**src/rtl/bcd_stopwatch_ctrl.sv**
```systemverilog
// Run/pause/lap stopwatch controller: prescaled tick drives a chain of cascaded
// BCD digit counters, with a frozen lap display and a sticky overflow flag.
module bcd_stopwatch_ctrl #(
  parameter int DIGITS   = 4,
  parameter int PRESCALE = 10
) (
  input  logic                  clk,
  input  logic                  rst,
  input  logic                  start,
  input  logic                  stop,
  input  logic                  clear,
  input  logic                  lap,
  output logic [4*DIGITS-1:0]   count,
  output logic [4*DIGITS-1:0]   display,
  output logic                  running,
  output logic                  tick,
  output logic                  overflow
);
  localparam int CW    = 4 * DIGITS;
  localparam int PSC_W = $clog2(PRESCALE);

  typedef enum logic [1:0] {IDLE, RUN, LAP, PAUSE} state_t;

  state_t            state, state_nxt;
  logic [PSC_W-1:0]  psc;
  logic [CW-1:0]     display_reg;
  logic [CW-1:0]     count_inc;
  logic              wrap;
  logic              lap_capture;
  logic              clear_all;

  // Ripple-carry BCD increment; MSB of the result is the carry out of the top digit.
  function automatic logic [CW:0] bcd_inc(input logic [CW-1:0] v);
    logic [CW-1:0] r;
    logic          c;
    r = v;
    c = 1'b1;
    for (int i = 0; i < DIGITS; i++) begin
      if (c) begin
        if (v[4*i +: 4] == 4'd9) begin
          r[4*i +: 4] = 4'd0;
        end else begin
          r[4*i +: 4] = v[4*i +: 4] + 4'd1;
          c = 1'b0;
        end
      end
    end
    return {c, r};
  endfunction

  assign {wrap, count_inc} = bcd_inc(count);
  assign running = (state == RUN) || (state == LAP);
  assign tick    = running && (psc == PSC_W'(PRESCALE - 1));
  assign display = (state == LAP) ? display_reg : count;

  always_ff @(posedge clk) begin
    if (rst) state <= IDLE;
    else     state <= state_nxt;
  end

  // Commands that are meaningless in the current state do not mask lower ones.
  always_comb begin
    state_nxt   = state;
    lap_capture = 1'b0;
    clear_all   = 1'b0;
    case (state)
      IDLE:  if (start) state_nxt = RUN;
      RUN: begin
        if (stop) begin
          state_nxt = PAUSE;
        end else if (lap) begin
          state_nxt   = LAP;
          lap_capture = 1'b1;
        end
      end
      LAP: begin
        if (stop)     state_nxt = PAUSE;
        else if (lap) state_nxt = RUN;
      end
      PAUSE: begin
        if (clear) begin
          state_nxt = IDLE;
          clear_all = 1'b1;
        end else if (start) begin
          state_nxt = RUN;
        end
      end
      default: state_nxt = IDLE;
    endcase
  end

  always_ff @(posedge clk) begin
    if (rst) begin
      count       <= '0;
      psc         <= '0;
      overflow    <= 1'b0;
      display_reg <= '0;
    end else begin
      if (clear_all) begin
        count    <= '0;
        psc      <= '0;
        overflow <= 1'b0;
      end else begin
        if (running) psc <= tick ? '0 : psc + PSC_W'(1);
        if (tick) begin
          count <= count_inc;
          if (wrap) overflow <= 1'b1;
        end
      end
      // Captures the pre-increment value when tick coincides with lap.
      if (lap_capture) display_reg <= count;
    end
  end

endmodule
```
**config.mk**
```make
export PLATFORM = sky130hd
export DESIGN_NAME = bcd_stopwatch_ctrl
export DESIGN_NICKNAME = d
export VERILOG_FILES = /design/src/rtl/bcd_stopwatch_ctrl.sv
export SDC_FILE = /design/constraint.sdc
export NUM_CORES = 1
export LEC_CHECK = 0
export CAP_MARGIN = 25
export CORE_ASPECT_RATIO = 0.8
export CORE_MARGIN = 4
export CORE_UTILIZATION = 40
export CTS_CLUSTER_SIZE = 16
export DETAILED_ROUTE_END_ITERATION = 7
export DONT_BUFFER_PORTS = 1
export GPL_TIMING_DRIVEN = 0
export SYNTH_ARGS = -nofsm -noshare
export SYNTH_HDL_FRONTEND = slang
export SYNTH_SLANG_ARGS = --single-unit
export TNS_END_PERCENT = 20
```
**constraint.sdc**
```tcl
create_clock -name clk -period 1.8 [get_ports clk]
set_clock_uncertainty 0.2 [all_clocks]
set_input_delay 0.36 -clock clk [delete_from_list [all_inputs] [get_ports clk]]
set_output_delay 0.36 -clock clk [all_outputs]
set_load 0.02 [all_outputs]
```
# Yosys cells after proc, flatten, opt, wreduce, memory -nomap -nowiden
# Index checks and enable logic that the tools add are counted.
[totals] regBits=39 inputBits=6 output_inout_bits=35 wordCells=57
[classes] add_sub_neg=5 n_eq_ne=10 mux=25 reduce_logical=9
[ops] operator="adder 4 x 1 -> 4 bit (second input constant)" count=5
[ops] operator="equality test 4 bit (second input constant)" count=5
[ops] operator="two-way mux 4 bit" count=5
[ops] operator="two-way mux 16 bit" count=1
[ops] operator="two-way mux 1 bit" count=12
[ops] operator="two-way mux 2 bit" count=6
[ops] operator="AND reduction 2 bit" count=5
[ops] operator="one-hot mux 2 bit (4 select lines)" count=1
[ops] operator="inequality test 3 bit (second input constant)" count=2
[ops] operator="equality test 2 bit (second input constant)" count=2
[ops] operator="equality test 2 x 1 -> 1 bit (second input constant)" count=1
[ops] operator="zero test 2 bit" count=1
[ops] operator="OR reduction 2 bit" count=1
[ops] operator="logical AND 1 bit" count=1
[ops] operator="logical OR 1 bit" count=1

# Longest topological paths before layout
# Gate-level depths: netlist (run 1).
[depth] ltp_word=6 ltp_mapped=8 depth_no_buf=6

# Worst setup path before layout (run 1)
# No wires, ideal clock.
[synth_timing] path_type="reg-to-reg" from="register state[0]" to="register count[10]" arrival_time_ps=1899 t_required_ps=1529 slack_ps=-369 stages_incl_launch_ff=8 path_buffers=1 path_cell_list="dfxtp_1 -> inv_1 -> ha_1 -> and4b_1 -> buf_6 -> nand4_2 -> or3_1 -> a21oi_1"
[synth_between] elab_chain_len=4 elab_cells_between_ends=8
[synth_rtl] element="from (decl)" line_no="24" text="state_t state, state_nxt;"
[synth_rtl] element="from (signal assigned)" line_no="58" text="else state <= state_nxt;"
[synth_rtl] element="equality test 2 x 1 -> 1 bit / equality test 2 bit (equally long branches)" line_no="52" text="assign running = (state == RUN) || (state == LAP);"
[synth_rtl] element="logical OR 1 bit (*)" line_no="52"
[synth_rtl] element="named net running" line_no="15" text="output logic running,"
[synth_rtl] element="logical AND 1 bit (*)" line_no="53" text="assign tick = running && (psc == PSC_W'(PRESCALE - 1));"
[synth_rtl] element="named net tick" line_no="16" text="output logic tick,"
[synth_rtl] element="AND reduction 2 bit (no source line) (*)"
[synth_rtl] element="to (signal assigned)" line_no="106" text="count <= count_inc;"
[synth_rtl] element="to (decl)" line_no="13" text="output logic [4*DIGITS-1:0] count,"
# Mark *: on every way through the listed nets, which the timed path passes. The rest lies on a longest branch.
# A chain may end at the register's enable or synchronous reset.

# Worst setup path in the final report (run 1)
[layout_timing] from="register state[1]" to="register count[11]"
# Same word-level chain as after synthesis.

==> results.tsv, run 1 <==
stage	metric	value	unit
routing	vias	1721	
job	drv_cap	0	
die	dieWidth	86.3	um
timing	rsz0062_at_grt	true	
clock_network	cts_tree	done	
layout	diodes	0	
logic_synthesis	synth_cell_type_count	42	
layout	nets	269	
worst_setup_path	cp.required	1.77	ns
timing	slew_headroom	48.8	%
layout	most-common-layout-cells	nand2_1, dfxtp_1, a21oi_1	
logic_synthesis	ys.flop_type	dfxtp_1	
logic_synthesis	ys_seq_area_share	39.8	%
worst_setup_path	crit_type	flip-flop to flip-flop	
layout	final_common_cell	nand2_1	
worst_setup_path	critPathArrivalTime	2.09	ns
timing	fin_crit_sh	117	%
timing	drv_slew	0	
routing	drc	0	
worst_setup_path	crit_fanout	5	
place	place_area	0.00207	mm2
clock_network	cts_root_buf	clkbuf_8	
routing	vias_per_cell	5.41	
outcome	violations	setup timing	
timing	finalSetupViolCount	33	
layout	area_growth	27.7	%
place	gp_congestion	0.784	
layout	seq_area	791	um2
logic_synthesis	syn_nets	252	
die	die_h	70.6	um
clock_network	cts_made_buffers	5	
clock_network	clk_pin_slew	0.08	ns
routing	drt-total-wl	5120	um
layout	finish.utilization	53.8	%
die	io_pins	41	
layout	fin_area	0.00250	mm2
timing	fmax	473	MHz
global_routing	overflow	0	
power_and_ir_drop	powerDensity	735	mW/mm2
logic_synthesis	synth-edff-count	0	
global_routing	grt_usage	16.0	%
timing	finalHoldViolCount	0	
clock_network	postCtsHoldBufs	0	
global_routing	antenna_found_initial	0	
power_and_ir_drop	peakVddDrop	0.352	mV
global_routing	busiest_layer	met1	
place	port_buffers	0	
logic_synthesis	synth_async_sr_flop_share	0	%
layout	drive_gt1_share	27.9	%
logic_synthesis	synth-seq-cells	39	
place	dpl.hpwl	3370	um
clock_network	clk_latency	0.28	ns
global_routing	grtUsageMet2	22.7	%
global_routing	grt_start_max_net_pins	13	
die	die_area	0.00609	mm2
worst_setup_path	end_kind	flip-flop	
clock_network	cts_buffer_depth	2	
power_and_ir_drop	p_leak	0.895	nW
layout	multi_input_area	0.00128	mm2
clock_network	cts_sinks	39	
worst_hold_path	min_path_type	primary input to flip-flop	
timing	fin_crit	2.11	ns
logic_synthesis	yosys_warnings	0	
global_routing	grt_use_met3	5.82	%
routing	ant_nets	0	
global_routing	grt_pass1_wl	7780	um
outcome	status	complete, but fails checks	
routing	first_pass_iters	4	
logic_synthesis	synthCells	240	
logic_synthesis	avgSynthCellArea	8.16	um2
timing	final.setup.worst_slack	-0.313	ns
worst_setup_path	startpoint_type	flip-flop	
die	rows	22	
power_and_ir_drop	power	1.84	mW
routing	wl_per_cell	16.1	um
die	start_util	42.1	%
global_routing	use_met1	23.1	%
global_routing	grt_pass1_vias	1525	
die	coreArea	0.00465	mm2
layout	fill_cells	421	
routing	drtIter0Drc	74	
timing	worstMarginPinSlew	0.767	ns
clock_network	cts-htree-levels	2	
logic_synthesis	syn-cell-area	0.00196	mm2
[cell usage after synthesis, types with 2 or more instances]
cell type / count / area share (%)
a21oi_1: 34 / 8.7
and3_1: 2 / 0.64
and4bb_2: 2 / 1.3
buf_6: 2 / 1.1
clkbuf_1: 8 / 1.5
dfxtp_1: 39 / 40
ha_1: 6 / 3.8
inv_1: 9 / 1.7
mux2_2: 12 / 6.9
nand2_1: 49 / 9.4
nand3_1: 5 / 1.3
nand4_1: 5 / 1.6
nor2_1: 12 / 2.3
nor2b_1: 4 / 1.3
nor3_1: 4 / 1.0
o21a_1: 2 / 0.77
o21ai_0: 12 / 3.1
o21bai_1: 2 / 0.77
or2_2: 2 / 0.64
or3_1: 4 / 1.3
xnor2_1: 2 / 0.89
xor2_1: 3 / 1.3
[metrics by stage]
step	cells	worst slack, ns	setup TNS [ns]	hold WS [ns]
finish	318	-0.313	-6.53	0.0675
global route	318	-0.369	-8.62	0.0669
CTS	312	-0.314	-5.79	0.0943
detailed placement	300	-0.499	-12.99	0.245
global placement	300	-0.491	-12.64	0.239
floorplan	240	-0.163	-2.38	0.233
[logic make-up (layout without fill, tap and decap cells)]
logic type | count (synthesis) | after routing | share of synthesized area (%)
XOR/XNOR | 5 | 5 | 2.24
multiplexers | 13 | 13 | 7.41
flip-flops | 39 | 39 | 39.8
buffers and inverters | 21 | 39 | 4.85
AO/OA/AOI/OAI | 60 | 60 | 18.1
AND/OR/NAND/NOR | 96 | 96 | 23.8
adder cells (fa/ha/maj) | 6 | 6 | 3.83
[report_power, final]
part / leakage (nW) / internal [mW] / switching (mW)
Clock: 0.0612 / 0.449 / 0.313
Combinational: 0.517 / 0.0824 / 0.106
Sequential: 0.317 / 0.873 / 0.0139
Total: 0.895 / 1.40 / 0.434
[critical path: stages (launching register included)]
cell and delay [ns]:
dfxtp_4 0.38, inv_4 0.04, ha_4 0.32, and4b_2 0.32, buf_6 0.17, nand4_4 0.11, buf_4 0.20, a311o_1 0.25
[worst paths after layout]
path	endpoint	start	depth (start not counted)	slack, ns
setup reg to reg	count[11]	state[1]	7	-0.31
setup / recovery	count[11]	state[1]	7	-0.31
hold / removal	display_reg[1]	stop	3	0.07
hold reg to reg	display_reg[10]	display_reg[10]	2	0.26
[layout make-up]
type                            count  share of cell area (%)
Tap cell                           60                    3.00
Inverter                            9                    1.55
Multi-Input combinational cell    180                    51.1
Clock inverter                      2                    1.40
Timing Repair Buffer               10                    3.50
Buffer                             12                    4.55
Clock buffer                        6                    3.30
Sequential cell                    39                    31.6
[metal layers]
| metal | share of wire, % | routed length (um) |
|---|---|---|
| met1 | 49 | 2490 |
| met2 | 43 | 2210 |
| met3 | 7.9 | 404 |
| met4 | 0.37 | 19 |
| met5 | 0 | 0 |
[repair_timing]
action / 4_1_cts / 5_1_grt
buffers inserted: 3 / 5
endpoints found under the setup margin: 46 / 47
gates resized for setup: 45 / 33
pin swaps: 4 / 5
cloned: 1 / 1
hold endpoints to repair: 0 / 0
Note: power is estimated with default switching activity, not from simulation.
==> inputs of run 2 (changes only) <==
Clock period 1.8 ns to 2.1 ns, I/O delays scaled along.
==> run 2 against run 1 <==
Net effect: the flow still finishes with violations (setup timing); die area unchanged; combinational power down 28%; worst hold slack better by 0.074 ns; clock-buffer cell count up 1; first-iteration DRC count up 30%; global-route usage down 0.44 points; via count down 3.3%; critical endpoint is now tick; largest power group unchanged; highest routed layer unchanged.
==> results.tsv, run 2 (synthesized netlist as in run 1, its figures left out) <==
stage	metric	value	unit	change
die	dieWidth	86.3	um	unchanged
clock_network	postCtsHoldBufs	0		unchanged
global_routing	grt_pass1_wl	7460	um	-4.1%
worst_hold_path	min_path_type	primary input to flip-flop		
place	port_buffers	0		unchanged
worst_setup_path	r2r-start	state[0]		
power_and_ir_drop	p_leak	0.827	nW	-7.6%
layout	fill_cells	458		+8.8%
worst_setup_path	r2r_cells	7		unchanged
timing	finalSetupViolCount	1		-97%
worst_hold_path	whs_endpoint	display_reg[1]		
worst_setup_path	critPathArrivalTime	1.49	ns	-0.60 ns
timing	fin_crit_sh	101	%	
die	die_h	70.6	um	unchanged
global_routing	antenna_found_initial	0		unchanged
power_and_ir_drop	peakVddDrop	0.295	mV	-16%
timing	fmax	473	MHz	
power_and_ir_drop	power	1.47	mW	-20%
routing	vias_per_cell	5.35		-1.1%
layout	nets	262		-2.6%
layout	drive_gt1_share	21.5	%	-6.4 points
routing	drt-total-wl	4710	um	-8.1%
die	rows	22		unchanged
die	io_pins	41		unchanged
die	die_area	0.00609	mm2	unchanged
timing	slew_headroom	55.5	%	+6.6 points
clock_network	clk_latency	0.30	ns	+0.02 ns
power_and_ir_drop	powerDensity	630	mW/mm2	-14%
clock_network	cts-htree-levels	2		unchanged
global_routing	grt_start_max_net_pins	13		unchanged
timing	fin_crit	2.11	ns	
clock_network	cts_root_buf	clkbuf_8		
timing	whs	0.141	ns	+0.0737 ns
timing	fin_tns_setup	-0.0122	ns	+6.51 ns
routing	drc	0		unchanged
routing	ant_nets	0		unchanged
worst_setup_path	cp.required	1.48	ns	-0.29 ns
worst_hold_path	min_from	stop		
routing	vias	1665		-3.3%
clock_network	cts_made_buffers	5		unchanged
worst_setup_path	max_stage_delay	0.37	ns	about the same
die	coreArea	0.00465	mm2	unchanged
routing	first_pass_iters	4		unchanged
clock_network	clk_pin_slew	0.08	ns	about the same
timing	drv_slew	0		unchanged
worst_setup_path	slowest_stage	dfxtp_4		
worst_setup_path	end_kind	output pin		
worst_setup_path	crit_fanout	5		unchanged
outcome	violations	setup timing		
timing	finalHoldViolCount	0		unchanged
outcome	status	complete, but fails checks		
job	drv_cap	0		unchanged
clock_network	cts_buffer_depth	2		unchanged
global_routing	overflow	0		unchanged
layout	final_common_cell	nand2_1		
clock_network	cts_sinks	39		unchanged
layout	diodes	0		unchanged
die	start_util	42.1	%	unchanged
worst_setup_path	cp_cell_sequence	inv_4 -> ha_4 -> and4b_2 -> buf_8		
worst_setup_path	reg2reg_to	count[10]		
timing	rsz0062_at_grt	true		
worst_hold_path	whs_path_depth	3		unchanged
timing	worstMarginPinSlew	0.668	ns	-0.0994 ns
timing	final.setup.worst_slack	-0.0122	ns	+0.300 ns
routing	wl_per_cell	15.1	um	-6.0%
worst_setup_path	r2r_slack	0.01	ns	+0.32 ns
layout	most-common-layout-cells	nand2_1, dfxtp_1, a21oi_1		
place	dpl.hpwl	3330	um	-0.99%
routing	drtIter0Drc	96		+30%
place	gp_congestion	0.710		-9.4%
clock_network	cts_tree	done		
global_routing	grt_pass1_vias	1460		-4.3%
layout	area_growth	18.9	%	
global_routing	grt_usage	15.6	%	-0.44 points
worst_setup_path	crit_type	flip-flop to output pin		
worst_setup_path	startpoint_type	flip-flop		
==> run 2: cell types whose count changed in the layout (fill, tap and decap cells not counted), moves of 2 or more <==
cell	previous run	this run
buf_4	5	2
buf_6	9	2
clkbuf_4	0	2
dfxtp_1	35	37
mux2_2	0	2
mux2_4	12	10
o21ai_0	2	7
o21ai_1	3	0
o21ai_4	2	0
==> run 2: power breakdown <==
part           internal [mW]  leakage, nW  total (mW)  switching, mW
combinational         0.0552        0.461       0.137         0.0817
sequential             0.749        0.316       0.759         0.0104
clock                  0.299       0.0505       0.573          0.274
==> run 2: timing repair <==
action                                  CTS  global route
gates cloned                              1             0
resized for setup                        38             9
buffers inserted                          2             1
endpoints found under the setup margin   28            35
pin swaps                                 2             3
==> run 2: metal layers <==
metal  vias to the layer above  routed length (um)  global-route usage [%]  part of all wire, %
met2                        34                2030                    22.2                   43
met5                         -                   0                       0                    0
met4                         0                  61                    5.36                  1.3
met1                       761                2300                    21.4                   49
li1                        862                   -                       -                    -
met3                         8                 326                    6.05                  6.9
==> run 2: how the worst max path moves through the flow <==
stage | start | to | cells after the start
after floorplan | state[0] | display[0] | 4
after global placement | state[0] | display[4] | 4
after detailed placement | state[0] | display[4] | 4
after CTS | state[0] | tick | 4
after global routing | state[0] | tick | 4
final | state[0] | tick | 4
==> run 2: area by class of cell <==
type	instances	area (um2)	area share (%)
flip-flops and latches	39	786	33.7
clock inverters	1	7.51	0.322
well taps	60	75.1	3.22
inverters	9	36.3	1.56
repair buffers	4	58.8	2.52
clock buffers	7	96.3	4.14
plain buffers	11	87.6	3.76
multi-input cells	180	1180	50.8
==> run 2: critical path, delay by kind of cell (launching register included) <==
kind	cells	cell delay (ns)
and+or+nand+nor	1	0.30
DFF	1	0.37
buffers and inverters	2	0.20
adders and majority gates	1	0.32
==> run 2: per-stage QoR <==
| step | std cells | setup slack (ns) | util, % | instance area [um2] |
|---|---|---|---|---|
| 2_1_floorplan | 240 | 0.0378 | - | 1970 |
| 3_3_place_gp | 300 | -0.294 | 44.0 | 2050 |
| 3_5_place_dp | 300 | -0.305 | 44.0 | 2050 |
| 4_1_cts | 311 | -0.0428 | 49.5 | 2300 |
| 5_1_grt | 311 | -0.0790 | 50.1 | 2330 |
| 6_report | 311 | -0.0122 | 50.1 | 2330 |
==> inputs of run 3 (changes only) <==
Settings changed: CAP_MARGIN 25 to default.
Clock period 2.1 ns to 2.7 ns, I/O delays scaled along.
==> run 3 against run 2 <==
Net effect: the flow now finishes without violations; routed wire length shrank 1.2%; setup slack gained 0.10 ns; final area shrank 6.8%; die area is the same; sequential power shrank 22%; global-route usage grew 0.17 points; first-iteration DRC count shrank 8.3%; sequential share of layout area grew 2.2 points; non-clock buffer count shrank 3; clock power grew 2%; worst hold slack gained 0.11 ns; critical path type unchanged; largest cell class unchanged; highest routed layer unchanged.
==> results.tsv, run 3 (synthesized netlist as in run 1, its figures left out) <==
stage	metric	value	unit	change
routing	vias_per_cell	5.38		+0.55%
clock_network	cts_made_buffers	5		unchanged
global_routing	overflow	0		unchanged
worst_setup_path	worst-path-buf-inv	2		unchanged
clock_network	postCtsHoldBufs	0		unchanged
place	gp_congestion	0.790		+11%
clock_network	clk_pin_slew	0.08	ns	about the same
timing	slew_headroom	55.4	%	about the same
worst_hold_path	whs_endpoint	display_reg[15]		
place	dp_cells	300		unchanged
power_and_ir_drop	power	1.26	mW	-14%
clock_network	cts_tree	done		
layout	diodes	0		unchanged
job	drv_cap	0		unchanged
global_routing	grt_start_max_net_pins	14		+1
place	dpl.hpwl	3360	um	+0.91%
layout	drive_gt1_share	12.9	%	-8.6 points
layout	most-common-layout-cells	nand2_1, dfxtp_1, a21oi_1		
worst_setup_path	cp_cell_sequence	inv_1 -> ha_1 -> clkbuf_1 -> o21ai_0		
worst_setup_path	slowest_stage	o21ai_0		
routing	drc	0		unchanged
routing	vias	1658		-0.42%
die	die_h	70.6	um	unchanged
die	dieWidth	86.3	um	unchanged
die	coreArea	0.00465	mm2	unchanged
worst_setup_path	cp.required	1.96	ns	+0.48 ns
layout	seq_area	781	um2	-0.64%
worst_setup_path	reg2reg_to	count[10]		
routing	ant_nets	0		unchanged
power_and_ir_drop	peakVddDrop	0.273	mV	-7.6%
outcome	status	finished clean		
clock_network	clk_latency	0.30	ns	about the same
timing	whs	0.253	ns	+0.112 ns
layout	fill_cells	457		-0.22%
worst_setup_path	r2r-start	state[0]		
worst_setup_path	crit_fanout	10		+5
worst_setup_path	end_kind	output pin		
timing	finalSetupViolCount	0		-1
clock_network	cts_sinks	39		unchanged
timing	drv_slew	0		unchanged
timing	fmax	383	MHz	
layout	area_growth	10.9	%	
timing	fin_crit_sh	96.6	%	
clock_network	cts_buffer_depth	2		unchanged
timing	fin_crit	2.61	ns	
routing	drtIter0Drc	88		-8.3%
place	port_buffers	0		unchanged
routing	drt-total-wl	4650	um	-1.2%
timing	finalHoldViolCount	0		unchanged
worst_setup_path	critPathArrivalTime	1.87	ns	+0.38 ns
layout	final_common_cell	nand2_1		
power_and_ir_drop	p_leak	0.760	nW	-8.1%
place	dpl_worst_slack	0.255	ns	+0.560 ns
layout	multi_input_area	0.00108	mm2	-8.4%
die	die_area	0.00609	mm2	unchanged
worst_hold_path	min_path_type	flip-flop to flip-flop		
layout	fin_cells	308		-0.96%
worst_setup_path	r2r_cells	7		unchanged
global_routing	grt_pass1_vias	1467		+0.48%
global_routing	antenna_found_initial	0		unchanged
worst_setup_path	crit_type	flip-flop to output pin		
die	start_util	42.1	%	unchanged
routing	wl_per_cell	15.1	um	-0.25%
timing	worstMarginPinSlew	0.668	ns	+0.000518 ns
worst_setup_path	path_delay_family	compound AO/OA/AOI/OAI gates		
global_routing	grt_usage	15.7	%	+0.17 points
timing	final.setup.worst_slack	0.0916	ns	+0.104 ns
die	io_pins	41		unchanged
worst_setup_path	max_stage_delay	0.58	ns	+0.21 ns
power_and_ir_drop	powerDensity	578	mW/mm2	-8.2%
worst_setup_path	startpoint	state[0]		
clock_network	cts-htree-levels	2		unchanged
routing	first_pass_iters	4		unchanged
clock_network	cts_root_buf	clkbuf_8		
clock_network	cts_setup_buffers	0		-2
timing	rsz0062_at_grt	true		
layout	nets	259		-1.1%
global_routing	grt_pass1_wl	7510	um	+0.75%
worst_setup_path	startpoint_type	flip-flop		
worst_hold_path	whs_path_depth	2		-1
worst_setup_path	r2r_slack	0.27	ns	+0.26 ns
die	rows	22		unchanged
worst_hold_path	min_from	display_reg[15]		
-- run 3: cell types whose count changed in the layout (fill, tap and decap cells not counted), moves of 4 or more --
cell | before | now
o21ai_2 | 5 | 0
mux2_4 | 10 | 0
o21ai_1 | 0 | 4
mux2_2 | 2 | 12
clkbuf_1 | 3 | 8
-- run 3: worst max-delay path by stage --
stage	depth (start not counted)	slack (ns)	to
after global routing	4	-0.004	display[10]
after global placement	7	0.28	count[10]
after floorplan	7	0.53	count[10]
after CTS	4	0.03	display[13]
final	4	0.09	display[10]
after detailed placement	7	0.25	count[10]
-- run 3: layer usage --
metal / wire, um / up-vias / part of all wire (%) / GRT usage, %
li1: - / 849 / - / -
met5: 0 / - / 0 / 0
met4: 53 / 0 / 1.1 / 4.67
met2: 2000 / 38 / 43 / 22.3
met3: 394 / 7 / 8.5 / 5.82
met1: 2200 / 764 / 47 / 22.3
-- run 3: power by group --
part | switching [mW] | internal, mW | leakage (nW)
clock network | 0.215 | 0.369 | 0.0644
logic | 0.0569 | 0.0269 | 0.382
registers | 0.00752 | 0.582 | 0.314
-- run 3: through the flow --
step / setup TNS [ns] / utilization, % / cell area [um2]
floorplan: 0 / - / 1960
global placement: 0 / 43.7 / 2030
detailed placement: 0 / 43.7 / 2030
CTS: 0 / 46.7 / 2170
global route: -0.00399 / 46.7 / 2170
finish: 0 / 46.7 / 2170
-- run 3: layout make-up --
type	count	area share, %
flip-flops and latches	39	35.9
well taps	60	3.46
inverters	9	1.56
clock buffers	5	3.17
multi-input cells	180	49.9
plain buffers	12	2.88
clock inverters	3	3.11
-- run 3: timing repair --
action,in CTS,in global routing
resized for setup,2,3
gates cloned,0,0
endpoints found under the setup margin,11,2
-- run 3: worst register-to-register path: stages, from the launching register on --
cell     delay (ns)
dfxtp_1        0.38
inv_1          0.08
ha_1           0.50
and4b_1        0.33
buf_6          0.19
nand4_2        0.18
or3_1          0.37
a21oi_1        0.14
